[src/rtl/div_unit_if.sv]
// Operand/result handshake between the execute stage (master) and the divider (slave).
interface div_unit_if;
    logic        signed_div_i;
    logic [31:0] opdata1_i;
    logic [31:0] opdata2_i;
    logic        start_i;
    logic        annul_i;
    logic [63:0] result_o;
    logic        ready_o;

    modport master (
        output signed_div_i, opdata1_i, opdata2_i, start_i, annul_i,
        input  result_o, ready_o
    );

    modport slave (
        input  signed_div_i, opdata1_i, opdata2_i, start_i, annul_i,
        output result_o, ready_o
    );
endinterface

[src/rtl/div_unit.sv]
// 32-step restoring divider for DIV/DIVU; returns {remainder, quotient} and holds it
// until execute drops start.
//
// state   | meaning
// FREE    | idle, outputs zero, waiting for an unannulled start
// DIVZERO | divisor was zero, zero result presented next edge
// DIVON   | shifting/subtracting, cnt counts completed steps
// DIVEND  | result valid, held until start drops
module div_unit (
    input  logic      clk,
    input  logic      rst,
    div_unit_if.slave bus
);
    typedef enum logic [1:0] {
        S_FREE    = 2'd0,
        S_DIVZERO = 2'd1,
        S_DIVON   = 2'd2,
        S_DIVEND  = 2'd3
    } state_t;

    state_t      state_q, state_d;
    logic [5:0]  cnt_q, cnt_d;
    logic [31:0] r_q, r_d;
    logic [31:0] q_q, q_d;
    logic [31:0] d_q, d_d;
    logic        sd_q, sd_d;
    logic        ss_q, ss_d;
    logic [63:0] result_q, result_d;
    logic        ready_q, ready_d;

    logic        accept;
    logic [31:0] dvd_mag, dvs_mag;
    logic [32:0] p, diff;
    logic [31:0] quo_fix, rem_fix;

    assign accept  = bus.start_i && !bus.annul_i;
    assign dvd_mag = (bus.signed_div_i && bus.opdata1_i[31]) ? (~bus.opdata1_i + 32'd1) : bus.opdata1_i;
    assign dvs_mag = (bus.signed_div_i && bus.opdata2_i[31]) ? (~bus.opdata2_i + 32'd1) : bus.opdata2_i;

    // Borrow out of the 33-bit subtract means the partial remainder is below the divisor.
    assign p       = {r_q, q_q[31]};
    assign diff    = p - {1'b0, d_q};
    assign quo_fix = (sd_q ^ ss_q) ? (~q_q + 32'd1) : q_q;
    assign rem_fix = sd_q ? (~r_q + 32'd1) : r_q;

    always_ff @(posedge clk) begin
        if (rst) begin
            state_q  <= S_FREE;
            cnt_q    <= 6'd0;
            r_q      <= 32'd0;
            q_q      <= 32'd0;
            d_q      <= 32'd0;
            sd_q     <= 1'b0;
            ss_q     <= 1'b0;
            result_q <= 64'd0;
            ready_q  <= 1'b0;
        end else begin
            state_q  <= state_d;
            cnt_q    <= cnt_d;
            r_q      <= r_d;
            q_q      <= q_d;
            d_q      <= d_d;
            sd_q     <= sd_d;
            ss_q     <= ss_d;
            result_q <= result_d;
            ready_q  <= ready_d;
        end
    end

    always_comb begin
        state_d = state_q;
        case (state_q)
            S_FREE: begin
                if (accept) begin
                    state_d = (bus.opdata2_i == 32'd0) ? S_DIVZERO : S_DIVON;
                end
            end
            S_DIVZERO: state_d = S_DIVEND;
            S_DIVON: begin
                if (bus.annul_i) begin
                    state_d = S_FREE;
                end else if (cnt_q == 6'd32) begin
                    state_d = S_DIVEND;
                end
            end
            S_DIVEND: begin
                if (!bus.start_i) begin
                    state_d = S_FREE;
                end
            end
            default: state_d = S_FREE;
        endcase
    end

    always_comb begin
        cnt_d    = cnt_q;
        r_d      = r_q;
        q_d      = q_q;
        d_d      = d_q;
        sd_d     = sd_q;
        ss_d     = ss_q;
        result_d = result_q;
        ready_d  = ready_q;
        case (state_q)
            S_FREE: begin
                result_d = 64'd0;
                ready_d  = 1'b0;
                if (accept) begin
                    sd_d = bus.opdata1_i[31] & bus.signed_div_i;
                    ss_d = bus.opdata2_i[31] & bus.signed_div_i;
                    if (bus.opdata2_i != 32'd0) begin
                        cnt_d = 6'd0;
                        q_d   = dvd_mag;
                        r_d   = 32'd0;
                        d_d   = dvs_mag;
                    end
                end
            end
            S_DIVZERO: begin
                result_d = 64'd0;
                ready_d  = 1'b1;
            end
            S_DIVON: begin
                if (bus.annul_i) begin
                    cnt_d    = 6'd0;
                    result_d = 64'd0;
                    ready_d  = 1'b0;
                end else if (cnt_q != 6'd32) begin
                    r_d   = diff[32] ? p[31:0] : diff[31:0];
                    q_d   = {q_q[30:0], ~diff[32]};
                    cnt_d = cnt_q + 6'd1;
                end else begin
                    result_d = {rem_fix, quo_fix};
                    ready_d  = 1'b1;
                end
            end
            S_DIVEND: begin
                if (!bus.start_i) begin
                    result_d = 64'd0;
                    ready_d  = 1'b0;
                end
            end
            default: begin
                result_d = 64'd0;
                ready_d  = 1'b0;
            end
        endcase
    end

    assign bus.result_o = result_q;
    assign bus.ready_o  = ready_q;
endmodule

[src/flat_wrapper.sv]
// flat-port wrapper written by rule: the top's interface ports become plain ports
module div_unit_flat 
  (clk, rst, bus_signed_div_i, bus_opdata1_i, bus_opdata2_i, bus_start_i, bus_annul_i, bus_result_o, bus_ready_o);
  div_unit_if bus_i ();
  input  logic clk;
  input  logic rst;
  input wire logic [$bits(bus_i.signed_div_i)-1:0] bus_signed_div_i;
  input wire logic [$bits(bus_i.opdata1_i)-1:0] bus_opdata1_i;
  input wire logic [$bits(bus_i.opdata2_i)-1:0] bus_opdata2_i;
  input wire logic [$bits(bus_i.start_i)-1:0] bus_start_i;
  input wire logic [$bits(bus_i.annul_i)-1:0] bus_annul_i;
  output wire logic [$bits(bus_i.result_o)-1:0] bus_result_o;
  output wire logic [$bits(bus_i.ready_o)-1:0] bus_ready_o;
  assign bus_i.signed_div_i = bus_signed_div_i;
  assign bus_i.opdata1_i = bus_opdata1_i;
  assign bus_i.opdata2_i = bus_opdata2_i;
  assign bus_i.start_i = bus_start_i;
  assign bus_i.annul_i = bus_annul_i;
  assign bus_result_o = bus_i.result_o;
  assign bus_ready_o = bus_i.ready_o;
  div_unit u_core (.clk(clk), .rst(rst), .bus(bus_i));
endmodule
[config.mk]
export PLATFORM = sky130hd
export DESIGN_NAME = div_unit_flat
export DESIGN_NICKNAME = d
export VERILOG_FILES = /design/src/rtl/div_unit_if.sv /design/src/rtl/div_unit.sv /design/src/flat_wrapper.sv
export SDC_FILE = /design/constraint.sdc
export NUM_CORES = 1
export LEC_CHECK = 0
export CAP_MARGIN = 20
export CELL_PAD_IN_SITES_DETAIL_PLACEMENT = 1
export CELL_PAD_IN_SITES_GLOBAL_PLACEMENT = 2
export CORE_MARGIN = 3
export CORE_UTILIZATION = 33
export DETAILED_ROUTE_END_ITERATION = 6
export HOLD_SLACK_MARGIN = 0.1
export PLACE_DENSITY = 0.8
export SETUP_SLACK_MARGIN = 0.4
export SYNTH_ARGS = -nofsm -noshare
export SYNTH_HDL_FRONTEND = slang
export SYNTH_SLANG_ARGS = --single-unit
export TNS_END_PERCENT = 50
[constraint.sdc]
create_clock -name clk -period 4.2 [get_ports clk]
set_input_delay 0.84 -clock clk [delete_from_list [all_inputs] [get_ports clk]]
set_output_delay 0.84 -clock clk [all_outputs]
set_load 0.03 [all_outputs]
* After elaboration in Yosys (flattened, before gate mapping)
Cells that the tools add are included.
** Storage, ports and cells
- Flip-flop bits (word level) :: 171
- Output and inout port bits :: 65
- Word-level logic and storage cells :: 85
** Cells by class
- Add/subtract/negate cells :: 6
- Eq/ne operators :: 13
- Mux-type cells :: 34
- Bitwise gates (word level) :: 8
- Reduce and logical (&&, ||, !) cells :: 15
** Operator list (count)
- 32-bit 2-to-1 mux :: 13
- 64-bit 2-to-1 mux :: 3
- 64-bit case mux with 3 select lines :: 1
- 32-bit by 1-bit adder with 32-bit output (second input constant) :: 4
- 32-bit inverter :: 4
- 32-bit case mux with 2 select lines :: 2
- 33-bit by 32-bit subtractor with 33-bit output :: 1
- 32-bit logical NOT :: 1
- 32-bit nonzero test :: 1
- 6-bit 2-to-1 mux :: 4
- 6-bit case mux with 2 select lines :: 1
- 2-bit 2-to-1 mux :: 5
- 2-bit case mux with 4 select lines :: 1
- 6-bit by 1-bit adder with 6-bit output (second input constant) :: 1
- 6-bit == test (second input constant) :: 1
- 2-bit by 1-bit inequality test with 1-bit output (second input constant) :: 3
- 3-bit by 2-bit inequality test with 1-bit output (second input constant) :: 2
- 6-bit inequality test (second input constant) :: 1
- 3-bit AND reduction :: 2
- 5-bit AND reduction :: 1
- 2-bit == test (second input constant) :: 2
- 2-bit inequality test (second input constant) :: 2
- 1-bit case mux with 4 select lines :: 1
- 2-bit AND reduction :: 2
- 12 further kinds :: 17

* Longest topological paths before layout
Gate-level depths: netlist (run 1).
- Word-level depth :: 6
- Gate-level depth with buffers :: 13
- Mapped depth without buffers :: 12

* Worst setup path before layout (run 1)
Ideal clock, no wire load.
- Kind :: flip-flop to flip-flop
- Start :: reg u_core.r_q[6]
- End :: reg u_core.result_q[60], in the netlist u_core.bus.result_o[60]
- Library setup time :: 0.117 ns
- Arrival :: 3.145 ns
- Setup slack :: 0.938 ns
- Stages on the path, launching flop included :: 9
- Path buffers :: 0
- Period minus slack after synthesis :: 3.262 ns
- Cell sequence :: dfxtp_1 -> or4_4 -> or4_4 -> or3b_4 -> or4_4 -> or4_4 -> o31ai_4 -> xnor2_1 -> a22o_1
** On the way
- Word-level cells in the longest chain between the ends :: 6
** RTL lines
- start: declaration :: RTL line div_unit.sv:23 : logic [31:0] r_q, r_d;
- start signal: assignment :: RTL line div_unit.sv:60 : r_q <= r_d;
- 32-bit inverter :: RTL line div_unit.sv:44 : assign rem_fix = sd_q ? (~r_q + 32'd1) : r_q;
- 32-bit by 1-bit adder with 32-bit output :: RTL line div_unit.sv:44
- 32-bit 2-to-1 mux :: RTL line div_unit.sv:44
- 64-bit 2-to-1 mux :: RTL line div_unit.sv:128 : end else if (cnt_q != 6'd32) begin
- 64-bit 2-to-1 mux :: RTL line div_unit.sv:124 : if (bus.annul_i) begin
- 64-bit case mux with 3 select lines :: RTL line div_unit.sv:104 : case (state_q)
- end signal: assignment :: RTL line div_unit.sv:65 : result_q <= result_d;
- end: declaration :: RTL line div_unit.sv:28 : logic [63:0] result_q, result_d;
Every way passes these cells. The select of a mux whose other input is x is not followed.
A chain may end at the register's enable or synchronous reset.

* Worst setup path in the final report (run 1)
- Start :: reg u_core.d_q[5]
- End :: reg u_core.r_q[26]
** On the way
- Word-level cells in the longest chain between the ends :: 5
** RTL lines
- start: declaration :: RTL line div_unit.sv:25 : logic [31:0] d_q, d_d;
- start signal: assignment :: RTL line div_unit.sv:52 : d_q <= 32'd0;
- start signal: assignment :: RTL line div_unit.sv:62 : d_q <= d_d;
- 33-bit by 32-bit subtractor with 33-bit output :: RTL line div_unit.sv:42 : assign diff = p - {1'b0, d_q};
- 32-bit 2-to-1 mux :: RTL line div_unit.sv:129 : r_d = diff[32] ? p[31:0] : diff[31:0];
- 32-bit 2-to-1 mux :: RTL line div_unit.sv:128
- 32-bit 2-to-1 mux :: RTL line div_unit.sv:124
- 32-bit case mux with 2 select lines :: RTL line div_unit.sv:104
Every way passes these cells. The select of a mux whose other input is x is not followed.

==> flow_metrics.py, run 1 <==
metrics = {
    "status": {
        "status": "finished, final reports clean",
    },
    "placed_design": {
        "portBuffers": 133,
        "hpwl_um": 27800,
        "gp_congestion": 0.847,
        "dpl.cell_count": 1934,
        "dpl_cell_area_um2": 12700,
    },
    "logic_synthesis": {
        "synthDistinctLibCells": 67,
        "ys_ff_latch": 171,
        "synth-main-ff-cell": "dfxtp_1",
        "avgSynthCellArea_um2": 7.67,
        "async_reset_ff_share_pct": 0,
        "synth-edff-count": 0,
        "synthesis.area_um2": 10800,
        "yosysTopAreaCell": "dfxtp_1",
        "synthTopCellsByArea": "dfxtp_1 32%, xnor2_1 8.1%, nand2_1 6.0%",
        "synth.top_cell.area_share_pct": 31.6,
        "yosysWarnings": 0,
        "synth_cells": 1413,
        "yosysSeqAreaShare_pct": 31.6,
        "syn_nets": 1525,
    },
    "cells_and_area": {
        "drive_gt1_share_pct": 5.49,
        "syn_to_final_growth_pct": 23.1,
        "design_area_um2": 13300,
        "nets": 1630,
        "final_cells": 1966,
        "antennaDiodeCount": 0,
    },
    "cts": {
        "h-tree-depth": 4,
        "clock_latency_ns": 0.44,
        "clockRootBuffer": "clkbuf_16",
        "cts_tree": "yes",
        "cts.clk_slew.worst_paths_ns": 0.07,
        "clock_path_buffers": 2,
        "holdBufCountCts": 0,
        "clock_sinks": 171,
        "numCtsBuffers": 17,
    },
    "global_routing": {
        "overflow": 0,
        "antenna_found_initial": 0,
        "grt_usage_pct": 20.0,
        "first_global_vias": 10400,
        "grt_pass1_wl_um": 57500,
        "grt_max_degree": 71,
    },
    "run": {
        "cap_violations": 0,
    },
    "timing": {
        "hold_violations": 0,
        "rsz0062_at_grt": "true",
        "finalMaxSlewViolations": 0,
        "setup_viol": 0,
        "min_period_ns": 3.55,
        "tightest_slew_ns": 0.872,
        "fin_crit_sh_pct": 84.4,
        "relSlewSlack_pct": 41.9,
        "tns_ns": 0,
        "hold_slack_ns": 0.464,
        "finClkSkew_ns": 0.00994,
        "fmax_mhz": 282,
    },
    "critical_path": {
        "cpMostUsedCell": "o21ai_1",
        "worst-path-buf-inv": 2,
        "cp.arrival_ns": 3.88,
        "path_cells": "inv_1 > ha_1 > a21o_1 > a211o_1 > o21ai_1 > o21bai_1 > a2111oi_0 > buf_4 > o21ai_1 > a221oi_1 > mux2i_1 > nand2_1",
        "crit_type": "reg -> reg",
        "cp_num_cells": 12,
        "cp_slowest_cell": "a221oi_1",
        "start_kind": "register",
        "crit_path_max_fanout": 7,
        "crit_required_ns": 4.54,
        "critPathMaxStageDelay_ns": 0.56,
        "r2r_cells": 12,
        "critPathTopFamily": "compound AO/OA/AOI/OAI gates",
        "end_kind": "register",
    },
    "floorplanning": {
        "dieArea_um2": 35000,
        "coreArea_um2": 32000,
        "start_util_pct": 33.9,
        "ios": 134,
        "fp-row-count": 65,
        "chipWidth_um": 187,
        "die_h_um": 187,
    },
    "routing": {
        "drc_errors": 0,
        "drt_first_pass_iters": 4,
        "drt_wl_total_um": 36000,
        "routed_via_density": 5.32,
        "drt_iter0_drc": 534,
        "drtAntennaViolNets": 0,
        "routedWlPerCell_um": 18.3,
        "num_vias": 10500,
    },
    "power": {
        "power_density_nw_per_um2": 422,
        "pwr-share-seq_pct": 34.2,
        "cellLeakagePower_nw": 4.95,
        "swShare_pct": 39.1,
        "clkPwrFrac_pct": 30.0,
        "p_int_mw": 3.43,
        "finalPower_mw": 5.63,
        "netSwitchingPower_mw": 2.20,
        "comb_power_share_pct": 35.9,
        "ir_worst_vdd_mv": 0.251,
    },
    "min_path": {
        "hold_depth": 2,
        "hold_path.class": "reg -> reg",
    },
}
power groups by stage:
stage | logic (mW) | registers (mW) | clock network, mW
2_1_floorplan | 1.43 | 1.90 | 0
3_3_place_gp | 1.98 | 1.95 | 0
3_5_place_dp | 2.01 | 1.96 | 0
4_1_cts | 2.02 | 1.92 | 1.72
5_1_grt | 2.26 | 1.95 | 1.78
6_report | 2.02 | 1.92 | 1.69
worst min-delay path, stage by stage, from the launching register on:
cell	delay [ns]
dfxtp_1	0.31
nand2_1	0.06
a21oi_1	0.05
worst paths after layout:
kind / from / end / slack (ns)
setup / recovery: u_core.d_q[5]$_SDFFE_PP0P_ / u_core.r_q[26]$_SDFFE_PP0P_ / 0.65
hold / removal: u_core.d_q[31]$_SDFFE_PP0P_ / u_core.d_q[31]$_SDFFE_PP0P_ / 0.46
setup reg to reg: u_core.d_q[5]$_SDFFE_PP0P_ / u_core.r_q[26]$_SDFFE_PP0P_ / 0.65
hold reg to reg: u_core.d_q[31]$_SDFFE_PP0P_ / u_core.d_q[31]$_SDFFE_PP0P_ / 0.46
per-layer routing:
| metal | wire length (um) | vias up | GRT usage (%) | part of all wire [%] |
|---|---|---|---|---|
| li1 | - | 5230 | - | - |
| met1 | 18500 | 5091 | 28.8 | 51 |
| met2 | 16400 | 127 | 32.4 | 46 |
| met3 | 858 | 16 | 2.81 | 2.4 |
| met4 | 280 | 0 | 3.49 | 0.78 |
| met5 | 0 | - | 0 | 0 |
state kept, by name, indices dropped and copies added (netlist names):
register             count
u_core.q_q              32
u_core.bus.result_o     64
u_core.cnt_q             6
u_core.sd_q              1
u_core.bus.ready_o       1
u_core.d_q              32
u_core.state_q           2
u_core.ss_q              1
u_core.r_q              32
layout make-up:
type                            instances  area (um^2)
Clock buffer                           18          429
Clock inverter                         14          184
Fill cell                            3814        18600
Inverter                               54          203
Multi-Input combinational cell       1108         6930
Sequential cell                       171         3420
Tap cell                              435          544
Timing Repair Buffer                  166         1630
stage by stage:
| step | utilization (%) | setup WS, ns |
|---|---|---|
| after global placement | 39.8 | 0.287 |
| after CTS | 41.7 | 0.603 |
| after global routing | 41.7 | 0.365 |
| after detailed placement | 39.8 | 0.164 |
| final | 41.7 | 0.655 |
| after floorplan | - | 0.938 |
Yosys cell counts (4+ instances only):
library cell  number
xnor2_1          100
and2_1             9
inv_1             54
mux2i_1           14
ha_1              42
a22o_1            19
o41ai_1           16
o21bai_1           5
nand2b_1           9
o21ai_1           34
nand2_1          174
and3_1             5
clkbuf_1          76
o21a_1             8
a21o_1             9
a32oi_1            4
nand4_1            5
nor2b_1            9
o31ai_1           20
o31a_1             4
o211ai_1           9
nand3_1           18
nand3b_1           5
or4_1             14
a21oi_1          117
dfxtp_1          171
a31oi_1           10
a211oi_1          35
nor4_1            15
or4_4              4
nor2_1           167
or3_1              8
nor3_1            22
a22oi_1           41
o21ai_0           67
or2_1              4
xor2_1            51
logic make-up (layout without fill, tap and decap cells):
kind of cell	after synthesis	after routing	share of synthesized area, %
buf+inv	134	252	4.91
xor+xnor	151	151	12.2
flops	171	171	31.6
mux	14	14	1.29
simple gates	483	483	20.3
compound gates	417	417	24.7
fa+ha+maj	43	43	5.03
cells in the final DEF (no fill, tap or decap), types with 5 or more instances in the layout:
master / instances
or4_1: 14
nand2b_1: 9
a21oi_1: 116
o21ai_0: 67
nand2_1: 174
nor4_1: 14
dfxtp_1: 171
o21ai_1: 33
nor3_1: 22
and3_1: 5
xnor2_1: 100
a31oi_1: 10
nand4_1: 5
xor2_1: 51
o21a_1: 8
and2_1: 9
o31ai_1: 20
clkdlybuf4s50_1: 132
o211ai_1: 9
buf_4: 30
a21o_1: 9
nor2b_1: 9
clkbuf_16: 17
nor2_1: 166
a22o_1: 19
mux2i_1: 14
inv_1: 54
a211oi_1: 35
o41ai_1: 16
nand3b_1: 5
nand3_1: 18
ha_1: 41
o21bai_1: 5
a22oi_1: 41
or3_1: 8
timing repair:
item,CTS,global route
endpoints found under the setup margin,0,7
gates resized for setup,0,2
buffers inserted,0,0
(Power assumes the default switching activity.)
==> run 2, diff against run 1 <==
Settings changed: CORE_UTILIZATION 33 to 30, PLACE_DENSITY 0.8 to 0.77.
Clock period 4.2 ns to 2.89 ns, I/O delays scaled along.
==> run 2 against run 1 <==
Against the previous run: the run now ends with negative setup slack left; global-route usage grew 0.60 points; sequential power grew 46%; sequential share of layout area shrank 4.5 points; setup slack lost 0.93 ns; register-to-register slack lost 0.93 ns; critical path depth shrank 4; routed wire length grew 15%; power grew 68%; worst hold slack lost 0.0035 ns; critical endpoint is now u_core.bus.result_o[62]$_SDFFE_PP0P_; largest cell class unchanged; highest routed layer unchanged.
==> flow_metrics.py, run 2 (synthesis gave the netlist of run 1 again) <==
metrics = {
    "status": {
        "status": "finished with violations",
        "violations": "negative setup slack",
    },
    "critical_path": {
        "regToRegStartpoint": "u_core.r_q[6]$_SDFFE_PP0P_",
        "crit_required_ns": 3.22,
        "path_cells": "or4_4 > or4_4 > or3b_4 > or4_4 > or4_4 > o21ai_1 > xnor2_1 > a22o_1",
        "cp_num_cells": 8,
        "cp_slowest_cell": "or4_4",
        "r2r_cells": 8,
        "critPathTopFamily": "simple AND/OR/NAND/NOR gates",
        "start_kind": "register",
        "worst-path-buf-inv": 0,
        "critPathCapture": "u_core.bus.result_o[62]$_SDFFE_PP0P_",
        "r2r-end": "u_core.bus.result_o[62]$_SDFFE_PP0P_",
        "cpMostUsedCell": "or4_4",
        "end_kind": "register",
        "crit_type": "reg -> reg",
        "ff2ff_setup_slack_ns": -0.27,
        "crit_path_max_fanout": 3,
        "cp.arrival_ns": 3.49,
        "critPathMaxStageDelay_ns": 0.52,
        "critPathLaunch": "u_core.r_q[6]$_SDFFE_PP0P_",
    },
    "floorplanning": {
        "start_util_pct": 30.9,
        "ios": 134,
        "dieArea_um2": 38400,
        "chipWidth_um": 196,
        "coreArea_um2": 35100,
        "die_h_um": 196,
        "fp-row-count": 68,
    },
    "power": {
        "finalPower_mw": 9.45,
        "swShare_pct": 39.2,
        "cellLeakagePower_nw": 6.43,
        "p_int_mw": 5.75,
        "netSwitchingPower_mw": 3.70,
        "ir_worst_vdd_mv": 0.338,
        "pwr-share-seq_pct": 29.6,
        "clkPwrFrac_pct": 25.0,
        "power_density_nw_per_um2": 581,
        "comb_power_share_pct": 45.4,
    },
    "routing": {
        "drtAntennaViolNets": 0,
        "routed_via_density": 5.21,
        "drt_wl_total_um": 41300,
        "drt_iter0_drc": 482,
        "drt_first_pass_iters": 4,
        "num_vias": 11500,
        "drc_errors": 0,
        "routedWlPerCell_um": 18.7,
    },
    "global_routing": {
        "first_global_vias": 11800,
        "antenna_found_initial": 0,
        "grt_usage_pct": 20.6,
        "overflow": 0,
        "grt_max_degree": 68,
        "grt_pass1_wl_um": 65000,
    },
    "cells_and_area": {
        "layout_commonest_cell": "buf_4",
        "postLayoutCoreUtil_pct": 46.4,
        "fillers": 4166,
        "final_cells": 2206,
        "largest_reg_flops": 64,
        "syn_to_final_growth_pct": 50.3,
        "nets": 1850,
        "drive_gt1_share_pct": 28.5,
        "design_area_um2": 16300,
        "final_cell_mix": "210 x buf_4, 166 x nand2_1, 153 x dfxtp_1",
        "antennaDiodeCount": 0,
    },
    "min_path": {
        "hold_path.class": "reg -> reg",
    },
    "timing": {
        "relSlewSlack_pct": 44.4,
        "fmax_mhz": 316,
        "rsz0062_at_grt": "true",
        "hold_violations": 0,
        "tightest_slew_ns": 0.834,
        "setup_viol": 26,
        "finalMaxSlewViolations": 0,
        "min_period_ns": 3.16,
        "fin_ws_ns": -0.271,
        "fin_crit_sh_pct": 109,
        "finClkSkew_ns": 0.0165,
    },
    "placed_design": {
        "dpl_cell_area_um2": 14300,
        "gp_congestion": 0.841,
        "dpl.cell_count": 2122,
        "pre_cts_ws_ns": -0.489,
        "portBuffers": 133,
        "hpwl_um": 30500,
    },
    "cts": {
        "h-tree-depth": 4,
        "holdBufCountCts": 0,
        "clockRootBuffer": "clkbuf_16",
        "clock_path_buffers": 2,
        "clock_latency_ns": 0.44,
        "cts.clk_slew.worst_paths_ns": 0.08,
        "numCtsBuffers": 17,
        "cts_tree": "yes",
        "clock_sinks": 171,
    },
    "run": {
        "cap_violations": 0,
    },
}
==> run 2: changes by cell type in the layout (fill, tap and decap cells not counted), moves of 17 or more <==
cell,before,now
a21oi_1,116,94
a21oi_2,0,19
buf_4,30,210
buf_6,0,31
clkbuf_2,0,17
clkdlybuf4s50_1,132,91
dfxtp_1,171,153
nor2_1,166,147
o21ai_0,67,48
==> run 2: final cells by class <==
type,count,area (um^2),share of cell area [%]
multi-input cells,1108,8010,49.2
repair buffers,386,3460,21.3
flip-flops and latches,171,3450,21.2
well taps,455,569,3.50
clock buffers,20,458,2.81
inverters,54,203,1.25
clock inverters,12,125,0.769
==> run 2: through the flow <==
| step | hold WS (ns) | setup TNS, ns |
|---|---|---|
| after floorplan | 0.432 | -0.714 |
| after global placement | 0.446 | -21.37 |
| after detailed placement | 0.459 | -26.20 |
| after CTS | 0.464 | -0.726 |
| after global routing | 0.499 | -4.69 |
| final | 0.461 | -1.40 |
==> run 2: worst min path at each step <==
stage                                         startpoint                              endpoint  slack (ns)  cells after the start
floorplan                    u_core.d_q[31]$_SDFFE_PP0P_           u_core.d_q[31]$_SDFFE_PP0P_        0.43                      2
global placement             u_core.d_q[31]$_SDFFE_PP0P_           u_core.d_q[31]$_SDFFE_PP0P_        0.45                      2
detailed placement           u_core.d_q[31]$_SDFFE_PP0P_           u_core.d_q[31]$_SDFFE_PP0P_        0.46                      2
CTS                          u_core.d_q[31]$_SDFFE_PP0P_           u_core.d_q[31]$_SDFFE_PP0P_        0.46                      2
global route        u_core.bus.result_o[25]$_SDFFE_PP0P_  u_core.bus.result_o[25]$_SDFFE_PP0P_        0.50                      1
finish                       u_core.d_q[31]$_SDFFE_PP0P_           u_core.d_q[31]$_SDFFE_PP0P_        0.46                      2
==> run 2: power groups by stage <==
stage	registers (mW)	logic [mW]	clock network, mW
5_1_grt	2.83	4.68	2.51
3_5_place_dp	2.83	3.47	0
6_report	2.80	4.29	2.36
4_1_cts	2.78	3.97	2.41
3_3_place_gp	2.82	3.41	0
2_1_floorplan	2.77	2.20	0
==> run 2: repair_timing <==
action	CTS	global route
setup buffers	29	19
pin swaps	98	94
resized for setup	203	134
cloned	4	0
endpoints found under the setup margin	98	97
==> run 2: per-layer routing <==
layer  share of wire [%]  global-route usage (%)  wire length [um]
met1                  50                    30.2             20800
met2                  46                    32.4             18800
met3                 2.8                    2.68              1160
met4                 1.4                    4.78               563
met5                   0                       0                 0
==> run 2: worst register-to-register path, cell delays in order (launching register included) <==
cell and delay (ns):
dfxtp_2 0.32, or4_4 0.52, or4_4 0.43, or3b_4 0.42, or4_4 0.43, or4_4 0.47
o21ai_1 0.19, xnor2_1 0.09, a22o_1 0.21
==> run 3, diff against run 2 <==
Settings changed: SLEW_MARGIN set to 20.
==> results of run 3 <==
Same layout as run 2: the final DEF is identical, and so are final timing and power.
